$ cat config.mk
export PLATFORM = sky130hd
export DESIGN_NAME = kernel_load_sequencer
export DESIGN_NICKNAME = d
export VERILOG_FILES = /design/src/rtl/kernel_load_sequencer.sv
export SDC_FILE = /design/constraint.sdc
export NUM_CORES = 1
export LEC_CHECK = 0
export ABC_AREA = 1
export BUFFER_PORTS_ARGS = -buffer_cell sky130_fd_sc_hd__buf_2
export CORE_ASPECT_RATIO = 2
export CORE_MARGIN = 4
export CORE_UTILIZATION = 45
export CTS_BUF_LIST = sky130_fd_sc_hd__clkbuf_4 sky130_fd_sc_hd__clkbuf_8
export CTS_CLUSTER_DIAMETER = 60
export DETAILED_ROUTE_END_ITERATION = 7
export PLACE_DENSITY = 0.73
export SYNTH_ARGS = -nofsm -noshare
export SYNTH_HDL_FRONTEND = slang
export SYNTH_SLANG_ARGS = --single-unit
$ cat constraint.sdc
create_clock -name clk -period 2.8 [get_ports clk]
set_input_delay 0.42 -clock clk [delete_from_list [all_inputs] [get_ports clk]]
set_output_delay 0.42 -clock clk [all_outputs]
set_load 0.005 [all_outputs]
$ cat src/rtl/kernel_load_sequencer.sv
// kernel_load_sequencer
// Write-side sequencer for the kernel buffer. Accepts a valid/ready stream of
// weights and turns each accepted beat into a registered buffer write.
// Nested element/filter wrap counters produce the write address. The sequencer
// flags each completed kernel and holds a completion flag until the
// controller acknowledges it.
module kernel_load_sequencer #(
  parameter int K           = 3,
  parameter int NUM_FILTERS = 4,
  parameter int DATA_W      = 8,
  parameter int ADDR_W      = 16
) (
  input  logic              clk,
  input  logic              rst,
  input  logic              start,
  input  logic              in_valid,
  input  logic [DATA_W-1:0] in_data,
  output logic              in_ready,
  output logic              wr_en,
  output logic [ADDR_W-1:0] wr_addr,
  output logic [DATA_W-1:0] wr_data,
  output logic [31:0]       elem_idx,
  output logic [31:0]       filter_idx,
  output logic              kernel_done,
  output logic              load_done,
  input  logic              done_ack,
  output logic              busy
);

  localparam int          KK        = K * K;
  localparam logic [31:0] ELEM_LAST = 32'(KK - 1);
  localparam logic [31:0] FILT_LAST = 32'(NUM_FILTERS - 1);

  typedef enum logic [1:0] {
    S_IDLE,
    S_LOAD,
    S_DONE
  } state_t;

  state_t              r_state;
  logic [31:0]         r_elem_idx;
  logic [31:0]         r_filter_idx;
  logic                r_wr_en_p1;
  logic [ADDR_W-1:0]   r_wr_addr_p1;
  logic [DATA_W-1:0]   r_wr_data_p1;
  logic                r_kernel_done_p1;

  logic                w_xfer;
  logic                w_elem_last;
  logic                w_filt_last;
  logic [ADDR_W-1:0]   w_addr;

  // Handshake and address for the beat currently offered (stage p0)
  assign w_xfer      = (r_state == S_LOAD) && in_valid;
  assign w_elem_last = (r_elem_idx == ELEM_LAST);
  assign w_filt_last = (r_filter_idx == FILT_LAST);
  // Address uses the pre-increment counters; upper bits are dropped because
  // the buffer is sized so the full load always fits in ADDR_W bits.
  assign w_addr      = ADDR_W'(r_filter_idx * 32'(KK) + r_elem_idx);

  // Sequencer FSM: counters, state and the registered write port (stage p1)
  always_ff @(posedge clk) begin
    if (rst) begin
      r_state          <= S_IDLE;
      r_elem_idx       <= '0;
      r_filter_idx     <= '0;
      r_wr_en_p1       <= 1'b0;
      r_wr_addr_p1     <= '0;
      r_wr_data_p1     <= '0;
      r_kernel_done_p1 <= 1'b0;
    end else begin
      r_wr_en_p1       <= 1'b0;
      r_kernel_done_p1 <= 1'b0;
      case (r_state)
        S_IDLE: begin
          if (start) begin
            r_state      <= S_LOAD;
            r_elem_idx   <= '0;
            r_filter_idx <= '0;
          end
        end
        S_LOAD: begin
          if (w_xfer) begin
            r_wr_en_p1   <= 1'b1;
            r_wr_addr_p1 <= w_addr;
            r_wr_data_p1 <= in_data;
            if (w_elem_last) begin
              r_elem_idx       <= '0;
              r_kernel_done_p1 <= 1'b1;
              if (w_filt_last) begin
                // Final element: both counters wrap and ready drops next cycle
                r_filter_idx <= '0;
                r_state      <= S_DONE;
              end else begin
                r_filter_idx <= r_filter_idx + 32'd1;
              end
            end else begin
              r_elem_idx <= r_elem_idx + 32'd1;
            end
          end
        end
        S_DONE: begin
          // A start arriving with the acknowledge is dropped on purpose; the
          // controller must issue a fresh start from IDLE.
          if (done_ack) begin
            r_state <= S_IDLE;
          end
        end
        default: begin
          r_state <= S_IDLE;
        end
      endcase
    end
  end

  // Status outputs decode directly from the state register
  assign in_ready    = (r_state == S_LOAD);
  assign busy        = (r_state != S_IDLE);
  assign load_done   = (r_state == S_DONE);

  assign wr_en       = r_wr_en_p1;
  assign wr_addr     = r_wr_addr_p1;
  assign wr_data     = r_wr_data_p1;
  assign kernel_done = r_kernel_done_p1;
  assign elem_idx    = r_elem_idx;
  assign filter_idx  = r_filter_idx;

endmodule

==> run summary <==
Status -> finished, final reports clean
Final Max Tran Viols -> 0
Worst-margin pin slew -> 0.715 ns
# clock sinks -> 92
Routability cong. -> 0.922
First-pass DRT Iterations -> 5
Inserted Diodes -> 0
Crit. End Element -> register
Post-synth EDFFs -> 0
Rows -> 63
Required @ worst endpoint -> 3.09 ns
Tot GR Track Use -> 24.6%
Mapped Area -> 6830 um^2
Syn Inst Count -> 1138
Die area -> 17300 um^2
Global-route wire length before repair -> 33800 um
Slew headroom -> 52.3%
Number of synthesized register bits -> 92
Detailed Route Iter0 Violations -> 384
Reg-to-reg setup timing slack -> 0.21 ns
Unrepaired setup endpoints after global routing -> no
WL/cell -> 14.1 um
Unique cell type count in the Yosys netlist -> 36
Total of max-cap violations -> 0
Core ar. -> 14900 um^2
Max H-tree Level -> 3
Fmax -> 0.387 GHz
Hold Crit Class -> in2reg
Clock Skews -> 0.0148 ns
Placed inst area -> 7620 um^2
Vias -> 7307
Chip width -> 95.1 um
Hold Buf Count CTS -> 0
Die Y -> 182 um
Final ANT Viol Nets -> 0
Main flop type after synthesis -> dfxtp_1
Grt ovf -> 0
Synth top area share -> 27.0%
Pwr/cell area -> 331 nW/um^2
Detailed Route WL -> 20400 um
Hold Crit Depth -> 3
Mapped Nets -> 1196
Worst Hold End -> wr_data[5]
Nets -> 1307
Crit path launch type -> register
Post-synth top cells -> nand2_1 (386), nor2_1 (204), inv_1 (142)
TritonCTS Buffers -> 9
Vias per std cell -> 5.04
Setup violations, final -> 0
Final Cell Area -> 7820 um^2
Clock-pin slew on the worst setup and hold paths -> 0.11 ns
Critical path arrival -> 2.88 ns
Yosys top cell by area -> dfxtp_1
Post-CTS Setup Inserts -> 0
Peak supply drop -> 0.000214 V
Hpwl dp -> 16000 um
Crit path max-delay family -> adder cells
Setup TNS -> 0 ns
Layout cell share with drive strength beyond 1 -> 14.0%
Largest net degree at the start of global routing -> 50
Hold Startpoint -> in_data[5]
Vias in the first global route -> 6966
Area delta synth->final -> 14.5%
Critical path's slowest cell -> fa_1
IO buf count -> 105
Syn_area_per_cell -> 6.00 um^2
Hold Worst Slack -> 0.259 ns
Seq/Total Area, Yosys -> 27.0%
Worst r2r path cells -> 14
Worst R2R Start -> filter_idx[5]
Drt drc -> 0
Buffers plus inverters on the worst setup path -> 4
CTS Buffer Depth -> 2
Clock root buffer -> clkbuf_8
CTS tree -> built
Clock latency on the worst-skew pair -> 0.40 ns
Crit share post-route -> 92.4%
Initial antenna violation count -> 0
Min Tclk post-route -> 2.59 ns
CP peak stage delay -> 0.50 ns
R2R Path End -> wr_addr[10]
Synth area leaders -> dfxtp_1 (27%), nand2_1 (21%), nor2_1 (11%)
Leakage -> 3.77 nW
Ports -> 106
Hold Vio Cnt, Final -> 0
Ys Warns -> 0
Layout fillers -> 1585
Count leader, synth -> nand2_1
Starting density of the core -> 45.8%
Critical-path maximum fanout -> 8
Cell Chain, Critical Path -> ha_1 -> inv_1 -> fa_1 -> inv_1 -> ha_1 -> nand2_1 -> inv_1 -> nand2_1 -> nand2_1 -> nand3_1 -> nand3_1 -> nand3_1 -> nand2_1 -> inv_1
FFs w/ async S/R, synth -> 0%
Post-Layout Cell Count -> 1449
CP Class -> reg2reg
Total power -> 2.59 mW
Post-CTS sizing -> 0
Post-Place Cells -> 1433
==> kinds of logic (layout without fill, tap and decap cells) <==
kind of cell	after synthesis	after routing	synth area share [%]
adder cells (fa/ha/maj)	45	45	9.57
XOR/XNOR	19	19	2.44
flip-flops	92	92	27.0
AO/OA/AOI/OAI	99	99	7.86
AND/OR/NAND/NOR	711	711	43.2
buffers and inverters	172	288	9.99
==> state kept, by name, indices dropped and copies added (netlist names) <==
name / count
elem_idx: 32
filter_idx: 32
kernel_done: 1
r_state: 2
wr_addr: 16
wr_data: 8
wr_en: 1
==> how the worst max path moves through the flow <==
stage / start / slack (ns) / end / cells after the start
floorplan: filter_idx[4] / 0.40 / wr_addr[11] / 13
global placement: filter_idx[7] / 0.23 / wr_addr[14] / 11
detailed placement: filter_idx[7] / 0.18 / wr_addr[14] / 11
CTS: filter_idx[7] / 0.14 / wr_addr[14] / 11
global route: filter_idx[5] / 0.007 / wr_addr[12] / 13
finish: filter_idx[5] / 0.21 / wr_addr[10] / 14
==> cell usage in the layout, fill, tap and decap left out, types with 20 or more instances in the layout <==
cell / count
a21oi_1: 61
buf_2: 105
buf_4: 20
dfxtp_1: 88
ha_1: 32
inv_1: 142
nand2_1: 386
nand3_1: 60
nand4_1: 24
nor2_1: 204
o21ai_0: 23
==> where the power goes <==
part,internal (mW),switching (mW),total [mW]
sequential,1.34,0.0179,1.35
clock,0.365,0.569,0.934
combinational,0.0944,0.208,0.302
total,1.79,0.795,2.59
==> area by class of cell <==
class / instances / area, um^2 / share of cell area [%]
clock inverter: 6 / 53.8 / 0.688
multi-input combinational: 874 / 4310 / 55.1
sequential: 92 / 1850 / 23.6
timing repair buffer: 125 / 676 / 8.64
inverter: 147 / 552 / 7.06
clock buffer: 10 / 138 / 1.76
tap: 195 / 244 / 3.12
==> layer usage <==
metal / part of all wire (%) / vias up / global-route usage (%) / wire length (um)
li1: - / 3761 / - / -
met4: 5.2 / 0 / 12.8 / 1060
met2: 53 / 198 / 45.2 / 10800
met5: 0 / - / 0 / 0
met1: 37 / 3286 / 25.8 / 7600
met3: 4.7 / 62 / 4.21 / 960
==> through the flow <==
stage	utilization [%]	setup WS (ns)
2_1_floorplan	-	0.400
3_3_place_gp	51.1	0.227
4_1_cts	52.4	0.143
5_1_grt	52.5	0.00743
3_5_place_dp	51.1	0.182
6_report	52.5	0.213
==> tightest hold or removal path: stages <==
cell and delay (ns):
buf_2 0.10, nand2_1 0.05, a21oi_1 0.05
Power figures use the tool's default switching activity.
